## config.mk

```make
export PLATFORM = sky130hd
export DESIGN_NAME = finv_arbiter
export DESIGN_NICKNAME = d
export VERILOG_FILES = /design/src/rtl/finv_pkg.sv /design/src/rtl/rr_arb.sv /design/src/rtl/finv_arbiter.sv
export SDC_FILE = /design/constraint.sdc
export NUM_CORES = 1
export LEC_CHECK = 0
export CAP_MARGIN = 5
export CORE_MARGIN = 2
export CORE_UTILIZATION = 40
export CTS_CLUSTER_DIAMETER = 30
export DETAILED_ROUTE_END_ITERATION = 8
export PLACE_DENSITY_LB_ADDON = 0.15
export SLEW_MARGIN = 20
export SYNTH_ARGS = -nofsm -noshare
export SYNTH_HDL_FRONTEND = slang
export SYNTH_SLANG_ARGS = --single-unit
```

## constraint.sdc

```tcl
create_clock -name clk -period 6.56 [get_ports clk]
set_input_delay 1.968 -clock clk [delete_from_list [all_inputs] [get_ports clk]]
set_output_delay 1.968 -clock clk [all_outputs]
set_load 0.02 [all_outputs]
```

## src/rtl/finv_pkg.sv

```systemverilog
// finv_pkg: fp32 field positions, constants and the in-flight tag type for finv_arbiter.
// Special-result tag fields exist only when FINV_ARB_SPECIAL_EN is defined.
package finv_pkg;

   localparam int FINV_LAT_DEF = 3;
   localparam int ID_W         = 3;

   localparam int EXP_MSB = 30;
   localparam int EXP_LSB = 23;
   localparam int MAN_W   = 23;

   localparam logic [7:0]  EXP_MAX   = 8'hFF;
   localparam logic [31:0] FP32_QNAN = 32'h7FC0_0000;

   // id is sized for the largest supported requester count (8)
   typedef struct packed {
      logic            vld;
      logic [ID_W-1:0] id;
`ifdef FINV_ARB_SPECIAL_EN
      logic            spec_vld;
      logic [31:0]     spec_y;
`endif
   } finv_tag_t;

endpackage

```

## src/rtl/rr_arb.sv

```systemverilog
// rr_arb: round-robin arbiter; one-hot grant of the first request found searching
// upward from ptr with wrap, plus the binary index of that grant.
module rr_arb #(
   parameter  int N  = 4,
   localparam int IW = $clog2(N)
) (
   input  logic          en,
   input  logic [N-1:0]  req,
   input  logic [IW-1:0] ptr,
   output logic [N-1:0]  grant,
   output logic [IW-1:0] idx,
   output logic          any
);

   logic [IW-1:0] cand;

   always_comb begin
      grant = '0;
      idx   = '0;
      any   = 1'b0;
      cand  = '0;
      if (en) begin
         for (int k = 0; k < N; k++) begin
            cand = IW'((int'(ptr) + k) % N);
            if (!any && req[cand]) begin
               any         = 1'b1;
               idx         = cand;
               grant[cand] = 1'b1;
            end
         end
      end
   end

endmodule

```

## src/rtl/finv_arbiter.sv

```systemverilog
// finv_arbiter: round-robin sharing of one fixed-latency reciprocal pipeline among NREQ requesters.
// Optional FINV_ARB_SPECIAL_EN: zero/huge/inf/NaN operands bypass finv with a precomputed result.
module finv_arbiter
   import finv_pkg::*;
#(
   parameter  int NREQ     = 4,
   parameter  int FINV_LAT = FINV_LAT_DEF,
   localparam int IW       = $clog2(NREQ)
) (
   input  logic                  clk,
   input  logic                  rst,
   input  logic                  en,
   input  logic [NREQ-1:0]       req_valid,
   input  logic [NREQ-1:0][31:0] req_x,
   output logic [NREQ-1:0]       req_ready,
   output logic [31:0]           finv_x,
   input  logic [31:0]           finv_y,
   output logic                  rsp_valid,
   output logic [IW-1:0]         rsp_id,
   output logic [31:0]           rsp_y,
   output logic                  busy
);

   logic          arb_en;
   logic [IW-1:0] rr_ptr;
   logic [IW-1:0] grant_idx;
   logic          transfer;
   logic          issue_vld;
   logic [IW-1:0] issue_id;
   finv_tag_t     tag_p [FINV_LAT];
   finv_tag_t     exit_tag;
   logic [31:0]   result_y;

`ifdef FINV_ARB_SPECIAL_EN
   logic          issue_spec_vld;
   logic [31:0]   issue_spec_y;
   logic [32:0]   spec_cls;

   // {hit, result}: operands whose reciprocal is inf, zero or NaN skip finv's answer
   function automatic logic [32:0] special_result(input logic [31:0] x);
      logic             s;
      logic [7:0]       e;
      logic [MAN_W-1:0] m;
      s = x[31];
      e = x[EXP_MSB:EXP_LSB];
      m = x[MAN_W-1:0];
      special_result = 33'd0;
      if (e == 8'd0)
         special_result = {1'b1, s, EXP_MAX, {MAN_W{1'b0}}};
      else if ((e == EXP_MAX - 8'd2) || (e == EXP_MAX - 8'd1))
         special_result = {1'b1, s, 31'd0};
      else if (e == EXP_MAX)
         special_result = (m != '0) ? {1'b1, FP32_QNAN} : {1'b1, s, 31'd0};
   endfunction

   assign spec_cls = special_result(req_x[grant_idx]);
`endif

   assign arb_en = en & ~rst;

   rr_arb #(.N(NREQ)) u_rr_arb (
      .en    (arb_en),
      .req   (req_valid),
      .ptr   (rr_ptr),
      .grant (req_ready),
      .idx   (grant_idx),
      .any   (transfer)
   );

   // ---- issue stage: registered operand to finv ----
   always_ff @(posedge clk or posedge rst) begin
      if (rst) begin
         rr_ptr    <= '0;
         issue_vld <= 1'b0;
         issue_id  <= '0;
         finv_x    <= '0;
`ifdef FINV_ARB_SPECIAL_EN
         issue_spec_vld <= 1'b0;
         issue_spec_y   <= '0;
`endif
      end else begin
         issue_vld <= transfer;
         if (transfer) begin
            rr_ptr   <= (int'(grant_idx) == NREQ - 1) ? '0 : grant_idx + 1'b1;
            issue_id <= grant_idx;
            finv_x   <= req_x[grant_idx];
`ifdef FINV_ARB_SPECIAL_EN
            issue_spec_vld <= spec_cls[32];
            issue_spec_y   <= spec_cls[31:0];
`endif
         end
      end
   end

   // ---- tag pipe: tracks the op inside finv, exit aligned with finv_y ----
   always_ff @(posedge clk or posedge rst) begin
      if (rst) begin
         for (int k = 0; k < FINV_LAT; k++)
            tag_p[k] <= '0;
      end else begin
         tag_p[0].vld <= issue_vld;
         tag_p[0].id  <= ID_W'(issue_id);
`ifdef FINV_ARB_SPECIAL_EN
         tag_p[0].spec_vld <= issue_spec_vld;
         tag_p[0].spec_y   <= issue_spec_y;
`endif
         for (int k = 1; k < FINV_LAT; k++)
            tag_p[k] <= tag_p[k-1];
      end
   end

   assign exit_tag = tag_p[FINV_LAT-1];

`ifdef FINV_ARB_SPECIAL_EN
   assign result_y = exit_tag.spec_vld ? exit_tag.spec_y : finv_y;
`else
   assign result_y = finv_y;
`endif

   // ---- response register: single broadcast port ----
   always_ff @(posedge clk or posedge rst) begin
      if (rst) begin
         rsp_valid <= 1'b0;
         rsp_id    <= '0;
         rsp_y     <= '0;
      end else begin
         rsp_valid <= exit_tag.vld;
         if (exit_tag.vld) begin
            rsp_id <= IW'(exit_tag.id);
            rsp_y  <= result_y;
         end
      end
   end

   always_comb begin
      busy = issue_vld;
      for (int k = 0; k < FINV_LAT; k++)
         busy = busy | tag_p[k].vld;
   end

endmodule
```

Word-level counts from Yosys, hierarchy flattened. Cells that the tools add are included.

Register bits after elaboration: 81. Input bits: 167. Output and inout port bits: 72. Logic and storage cells: 85.

Add/subtract/negate cells: 4. Magnitude comparators: 9. Equal/unequal tests: 1. Multiplexer cells: 40. Bitwise logic cells: 8. Reduce and logical (&&, ||, !) cells: 10.

Operator list (number): $bmux W32 S2 (1); $mux W32 (1); $mux W4 (8); $mux W1 (16); $lt A2 B3 Y1 const B (5); $mux W2 (6); $or A4 B4 Y4 (3); $bmux W1 S2 (4); $demux W1 S2 (4); $ge A2 B1 Y1 const B (4); $logic_and A1 B1 Y1 (7); $add A2 B1 Y2 const B (2); $add A2 B2 Y2 const B (2); $logic_not A1 Y1 (3); $or A1 B1 Y1 (3); $eq A2 B1 Y1 const B (1); $and A1 B1 Y1 (1); $not A1 Y1 (1).

Longest topological paths before layout. Gate-level depths: netlist of the first run.

Depth in word-level cells: 18. Depth in mapped cells: 11. Gate-level depth less buffers: 8.

By module. From an unflattened synthesis of the first run, not the netlist that was laid out.

Cells, all modules: 362. Area, all modules: 4500.6 µm².

Modules (own cells, without submodules): finv_arbiter (instances 1, cells an instance 277, area each 3814.9 µm², sequential area each 2026.9 µm²); rr_arb (instances 1, cells an instance 85, area each 685.7 µm², sequential area each 0.0 µm²).

Least setup slack after synthesis of the first run. No wires, ideal clock.

Path kind: input-to-output. Start point: in rst. End point: out req_ready[0]. Arrival time: 4.547 ns. Data required time: 4.592 ns. Setup slack: 0.045 ns. Stages: 3. Path buffers: 0. Cell sequence: inv_1 -> nand2_1 -> nor2_1.

Word-level cells in the longest chain between the ends: 3.

Ends and longest elaborated chain: from (decl) (RTL line finv_arbiter.sv:11) `input logic rst,`; $not A1 Y1 (RTL line finv_arbiter.sv:59) `assign arb_en = en & ~rst;`; $and A1 B1 Y1 (RTL line finv_arbiter.sv:59); $mux W4 (RTL line rr_arb.sv:22) `if (en) begin`; to (decl) (RTL line finv_arbiter.sv:15) `output logic [NREQ-1:0] req_ready,`.

No other way between the ends.

Final worst setup path of the first run.
Start point: in req_valid[0]. End point: out req_ready[2].

Word-level cells in the longest chain between the ends: 16. Elaborated cells on any way between the ends: 31. Those cells by class: mux: 22; bitwise: 3; reduce/logical: 6.

Ends and longest elaborated chain: from (decl) (RTL line finv_arbiter.sv:13) `input logic [NREQ-1:0] req_valid,`; $bmux W1 S2 (RTL line rr_arb.sv:25) `if (!any && req[cand]) begin`; $mux W1 (implied by the code) (RTL line rr_arb.sv:25); $mux W1 (RTL line rr_arb.sv:25); $mux W1 (RTL line rr_arb.sv:22); $logic_not A1 Y1 (RTL line rr_arb.sv:25); $logic_and A1 B1 Y1 (RTL line rr_arb.sv:25); $mux W1 (RTL line rr_arb.sv:25); $mux W1 (RTL line rr_arb.sv:22); $logic_not A1 Y1 (RTL line rr_arb.sv:25); $logic_and A1 B1 Y1 (RTL line rr_arb.sv:25); $mux W1 (RTL line rr_arb.sv:25); $mux W1 (RTL line rr_arb.sv:22); $logic_not A1 Y1 (RTL line rr_arb.sv:25); $logic_and A1 B1 Y1 (RTL line rr_arb.sv:25); $mux W4 (*) (RTL line rr_arb.sv:25); $mux W4 (*) (RTL line rr_arb.sv:22).

Every way passes the cells marked *; elsewhere a longest branch is shown, timed or not. The select of a mux whose other input is x is not followed.

==> summary.txt, run 1 <==
STA
  – Final Hold Vio Count: 0
  – RSZ-0062 raised after global routing: false
  – Slew Viols, Final: 0
  – Rel. slew slack: 37.1%
  – Hold_ws: 0.356 ns
  – Slew @ Worst Pin: 0.943 ns
  – Fin Setup TNS: 0 ns
  – Max Fclk: 0.158 GHz
  – Clk_skew: 0.00672 ns
  – Final setup fails: 0
  – Period minus WS final: 6.32 ns
  – Fin crit share: 96.3%

Detailed routing
  – DRC viols: 0
  – TritonRoute pass-1 iters: 4
  – Drt wl/cell: 17.3 um
  – Routed wire length: 12900 um
  – Drt via density: 5.23
  – Starting DRC count in detailed routing: 184
  – Vias: 3875
  – Routed wl met3: 1150 um
  – Wire length on met2: 6540 um
  – Routed Antenna Nets: 0
  – DR top layer: met4
  – Metal-1 WL: 4890 um

Worst hold path
  – Hold Path Class: flop to flop
  – Hold_sp: tag_p[4]

Power and ir drop
  – Worst IR Drop VDD: 0.207 mV
  – Cell Pwr Density: 354 nW/um^2
  – Total power: 0.00250 W
  – Static Leak: 2.82 nW

Logic synthesis
  – Mapped cell area: 4420 sq um
  – Synth Register Bits: 81
  – Avg Inst Size Synth: 12.0 sq um
  – Sequential area share after synthesis: 45.8%
  – Post-synth cell types: 39
  – Gate count of the mapped netlist: 369
  – Synth warn: 0
  – Syn nets: 544

Clocking
  – Root Buffer: clkbuf_8
  – Clock sinks: 81
  – CTS H-tree depth: 3
  – Clock-pin slew of the registers on the worst-case setup and hold paths: 0.08 ns
  – TritonCTS buffer count: 9
  – CTS tree: yes
  – Bufs on Longest Clock Path: 2
  – Post-CTS sizing: 0
  – Worst skew pair latency: 0.34 ns
  – Post-CTS Setup Repair Bufs: 0
  – Hold bufs inserted after CTS: 0

Layout
  – Cell area after layout: 7060 sq um
  – # diodes: 0
  – Fillers: 847
  – Synth-to-layout area growth: 59.6%
  – Layout cell share with drive strength beyond 1: 16.3%
  – Net count, final: 771

Place
  – RD Place Congestion: 0.786
  – Placed Area: 6860 sq um
  – Input/output buffers: 238
  – Dpl hpwl: 9560 um

Die
  – Die height: 109 um
  – Site Rows: 38
  – Die Area: 11900 sq um
  – Core ar.: 10800 sq um
  – Die X: 109 um
  – Starting Density: 41.0%
  – Top Ports: 239

Status
  – Outcome: finished, final reports clean

Worst setup path
  – R2R depth: 9
  – Highest fanout seen on the critical path: 9
  – CP Capture Type: primary output
  – CP required: 4.59 ns
  – Flop-to-flop setup slack: 2.31 ns
  – Reg2reg end: finv_x[19]
  – Critical path class: input pin to primary output
  – Worst reg2reg startpoint: rr_ptr[0]
  – Critical Path AT: 4.35 ns
  – CP Launch Point: req_valid[0]
  – Crit path to: req_ready[2]
  – Nature of the critical path startpoint: input pin

Global routing
  – Antenna violations before repair: 0
  – GRT Overall Usage: 21.2%
  – Gr ovfl total: 0
  – Largest net degree at the start of global routing: 83
  – Vias in the first global route: 3902
  – Global-route wire length before repair: 19300 um

Job
  – Max cap viols: 0
## worst max-delay path, cell delays in order
cell and delay [ns]:
clkdlybuf4s50_1 0.53, mux4_1 0.58, nor2b_4 0.17, a22oi_1 0.17
nor2_1 0.06, a221oi_1 0.26, nor2_1 0.07, clkdlybuf4s50_1 0.54
## sequential cells by signal, indices dropped and copies added (netlist names)
register and count:
exit_tag 3, finv_x 32, issue_id 2, issue_vld 1, rr_ptr 2, rsp_id 2
rsp_valid 1, rsp_y 32, tag_p 6
## stage by stage
| step | cells | util (%) | setup WS, ns |
|---|---|---|---|
| global placement | 725 | 63.6 | 0.366 |
| detailed placement | 725 | 63.6 | 0.271 |
| floorplan | 369 | - | 0.0446 |
| CTS | 741 | 65.4 | 0.270 |
| finish | 741 | 65.4 | 0.245 |
| global route | 741 | 65.4 | 0.0800 |
## layout make-up
type | instances | area (sq um) | area share [%]
Multi-Input combinational cell | 255 | 2210 | 31.3
Sequential cell | 81 | 2030 | 28.7
Inverter | 4 | 16.3 | 0.230
Timing Repair Buffer | 245 | 2440 | 34.6
Tap cell | 140 | 175 | 2.48
Clock inverter | 7 | 70.1 | 0.993
Clock buffer | 9 | 124 | 1.76
## worst min path at each step
stage / to / slack (ns) / cells past startpoint
4_1_cts: exit_tag[0] / 0.36 / 0
2_1_floorplan: exit_tag[0] / 0.33 / 0
3_3_place_gp: exit_tag[0] / 0.34 / 0
5_1_grt: tag_p[4] / 0.37 / 0
3_5_place_dp: tag_p[5] / 0.34 / 0
6_report: exit_tag[0] / 0.36 / 0
## synthesized netlist by cell type (all sizes together)
| master | count | area (sq um) |
|---|---|---|
| a211oi | 66 | 646 |
| ha | 8 | 100 |
| a22oi | 4 | 30.0 |
| mux2 | 34 | 383 |
| o211ai | 1 | 12.5 |
| and2 | 1 | 6.26 |
| nor2b | 3 | 26.3 |
| buf | 16 | 145 |
| nand4 | 1 | 6.26 |
| o221ai | 1 | 8.76 |
| clkbuf | 13 | 48.8 |
| a21oi | 2 | 13.8 |
| mux4 | 4 | 97.6 |
| a221oi | 4 | 35.0 |
| mux2i | 33 | 330 |
| and3 | 32 | 200 |
| o21ai | 2 | 25.0 |
| o2111ai | 1 | 15.0 |
| clkinv | 1 | 3.75 |
| and3b | 1 | 8.76 |
| nor2 | 44 | 165 |
| nand4b | 1 | 8.76 |
| inv | 3 | 11.3 |
| or4 | 1 | 7.51 |
| nor3b | 1 | 7.51 |
| a21o | 2 | 15.0 |
| nand2 | 5 | 18.8 |
| dfrtp | 81 | 2030 |
| nor3 | 2 | 10.0 |
| nand3 | 1 | 10.0 |
## power breakdown
group	switching, W	internal [W]	leakage (nW)	total [W]
sequential	0.000110	0.000666	0.952	0.000776
clock	0.000188	0.000176	0.0994	0.000364
combinational	0.000718	0.000643	1.77	0.00136
total	0.00102	0.00149	2.82	0.00250
## logic make-up (layout without fill, tap and decap cells)
logic type	Yosys count	count (layout)	share of synthesized area [%]
compound gates	83	83	18.1
fa+ha+maj	8	8	2.26
buf+inv	33	265	4.72
flops	81	81	45.8
mux	71	71	18.3
simple gates	93	93	10.7
## cells in the final DEF (no fill, tap or decap), drive strengths merged, types with 3 or more instances in the layout
cell / n
a22oi: 4
ha: 8
nor2: 44
nand2: 5
buf: 7
and3: 32
mux2: 34
dfrtp: 81
clkbuf: 9
mux2i: 33
mux4: 4
inv: 3
a221oi: 4
clkdlybuf4s50: 238
nor2b: 3
a211oi: 66
clkinv: 6
## per-layer routing
metal | up-vias | GRT usage [%]
li1 | 1840 | -
met1 | 1845 | 24.4
met2 | 168 | 37.4
met3 | 22 | 5.62
met4 | 0 | 7.97
met5 | - | 0
Note: power is estimated with default switching activity, not from simulation.
==> inputs of run 2 (changes only) <==
--- a/config.mk
+++ b/config.mk
@@ -9,8 +9,10 @@
 export CORE_MARGIN = 2
 export CORE_UTILIZATION = 40
 export CTS_CLUSTER_DIAMETER = 30
+export CTS_CLUSTER_SIZE = 16
 export DETAILED_ROUTE_END_ITERATION = 8
 export PLACE_DENSITY_LB_ADDON = 0.15
+export SETUP_SLACK_MARGIN = 0.3
 export SLEW_MARGIN = 20
 export SYNTH_ARGS = -nofsm -noshare
 export SYNTH_HDL_FRONTEND = slang
==> summary.txt, run 2 (synthesized netlist as in run 1, its figures left out) <==
Status
  – Outcome: finished, final reports clean

STA
  – Final setup fails: 0 (unchanged)
  – Fin Setup TNS: 0 ns (unchanged)
  – Max Fclk: 0.164 GHz (+3.6%)
  – Final Hold Vio Count: 0 (unchanged)
  – Period minus WS final: 6.10 ns (-0.220 ns)
  – Fin crit share: 92.9% (-3.4 points)
  – RSZ-0062 raised after global routing: false
  – Rel. slew slack: 34.5% (-2.6 points)
  – Clk_skew: 0.0140 ns (+0.00724 ns)
  – Slew Viols, Final: 0 (unchanged)
  – Slew @ Worst Pin: 0.982 ns (+0.0395 ns)

Clocking
  – Hold bufs inserted after CTS: 0 (unchanged)
  – Clock-pin slew of the registers on the worst-case setup and hold paths: 0.09 ns (about the same)
  – Worst skew pair latency: 0.37 ns (+0.03 ns)
  – Post-CTS Setup Repair Bufs: 0 (unchanged)
  – CTS tree: yes
  – CTS H-tree depth: 3 (unchanged)
  – Root Buffer: clkbuf_8
  – Bufs on Longest Clock Path: 2 (unchanged)
  – TritonCTS buffer count: 9 (unchanged)
  – Clock sinks: 81 (unchanged)

Worst setup path
  – CP Launch Point: req_valid[3]
  – Critical path class: input pin to primary output
  – CP Capture Type: primary output
  – Highest fanout seen on the critical path: 8 (-1)
  – Critical Path AT: 4.13 ns (-0.22 ns)
  – CP required: 4.59 ns (about the same)
  – Nature of the critical path startpoint: input pin
  – Worst reg2reg startpoint: rr_ptr[0]

Layout
  – Net count, final: 770 (-0.13%)
  – Top flop regs: finv_x: 32 flops, rsp_y: 32 flops, tag_p: 6 flops
  – Layout cell share with drive strength beyond 1: 16.3% (+0.027 points)
  – Most frequent cells in the layout: clkdlybuf4s50_1, dfrtp_1, nor2_1
  – Most common cell after layout, fill and taps aside: clkdlybuf4s50_1
  – # diodes: 0 (unchanged)
  – Cell area after layout: 7080 sq um (+0.34%)
  – Synth-to-layout area growth: 60.1%

Global routing
  – GRT Overall Usage: 22.3% (+1.2 points)
  – Gr ovfl total: 0 (unchanged)
  – Largest net degree at the start of global routing: 82 (-1.2%)
  – Antenna violations before repair: 0 (unchanged)
  – Vias in the first global route: 3983 (+2.1%)
  – Global-route wire length before repair: 20000 um (+3.8%)

Power and ir drop
  – Cell Pwr Density: 358 nW/um^2 (+1.1%)
  – Total power: 0.00254 W (+1.4%)
  – Static Leak: 2.84 nW (+0.91%)
  – Worst IR Drop VDD: 0.191 mV (-7.8%)

Place
  – Dpl hpwl: 9650 um (+0.93%)
  – RD Place Congestion: 0.871 (+11%)
  – Input/output buffers: 238 (unchanged)
  – Placed Area: 6870 sq um (+0.15%)

Worst hold path
  – Hold Path Class: flop to flop
  – Hold_sp: tag_p[8]

Die
  – Die height: 109 um (unchanged)
  – Core ar.: 10800 sq um (unchanged)
  – Site Rows: 38 (unchanged)
  – Die X: 109 um (unchanged)
  – Starting Density: 41.0% (unchanged)
  – Die Area: 11900 sq um (unchanged)
  – Top Ports: 239 (unchanged)

Job
  – Max cap viols: 0 (unchanged)

Detailed routing
  – Routed Antenna Nets: 0 (unchanged)
  – TritonRoute pass-1 iters: 4 (unchanged)
  – Starting DRC count in detailed routing: 211 (+15%)
  – Vias: 3955 (+2.1%)
  – Drt via density: 5.34 (+2.2%)
  – DRC viols: 0 (unchanged)
  – Drt wl/cell: 18.0 um (+3.9%)
  – Routed wire length: 13300 um (+3.8%)
==> run 2: cell types whose count changed in the layout (fill, tap and decap cells not counted), sizes merged <==
cell and delta:
clkinv -3, clkdlybuf4s50 -5, dlymetal6s2s +1, clkinvlp +1, dlygate4sd2 +4, buf -1
inv +1, clkbuf +1
==> run 2: cell type report <==
class                   instances  area [sq um]
fillers                       865          3710
multi-input cells             255          2210
clock inverters                 6          72.6
well taps                     140           175
repair buffers                244          2440
inverters                       4          18.8
flip-flops and latches         81          2030
clock buffers                  10           138
==> run 2: critical path: stages <==
cell	delay, ns
clkdlybuf4s50_1	0.53
mux4_1	0.59
nor2b_4	0.17
a22oi_1	0.16
nor2_1	0.07
a221oi_1	0.26
nor2_1	0.06
dlygate4sd2_1	0.32
==> run 2: timing repair <==
action | 4_1_cts | 5_1_grt
hold endpoints to repair | 0 | 0
setup endpoints to repair | 4 | 1
resized for setup | 4 | 1
==> run 2: report_power, final <==
group / switching (W) / internal [W]
sequential: 0.000110 / 0.000666
clock: 0.000203 / 0.000190
combinational: 0.000729 / 0.000639
total: 0.00104 / 0.00150
==> run 2: worst paths after layout <==
path / endpoint / slack (ns) / depth (start not counted)
setup / recovery: req_ready[1] / 0.46 / 8
hold / removal: tag_p[4] / 0.35 / 0
setup reg to reg: finv_x[2] / 2.43 / 8
hold reg to reg: tag_p[4] / 0.35 / 0
max in group asynchronous: rsp_y[0] / 3.79 / 3
min in group asynchronous: finv_x[0] / 2.25 / 3
==> run 2: layer usage <==
layer | global-route usage [%] | wire length (um) | vias to the layer above
li1 | - | - | 1841
met1 | 25.9 | 5030 | 1911
met2 | 38.2 | 6830 | 180
met3 | 6.75 | 1160 | 23
met4 | 9.43 | 325 | 0
met5 | 0 | 0 | -
==> run 2: per-stage QoR <==
stage               utilization [%]  hold slack (ns)  instances  setup WS (ns)
floorplan                         -            0.331        369          0.810
global placement               63.6            0.334        724          0.362
detailed placement             63.7            0.335        724          0.232
CTS                            65.6            0.356        740          0.444
global route                   65.6            0.351        740          0.305
finish                         65.6            0.348        740          0.465
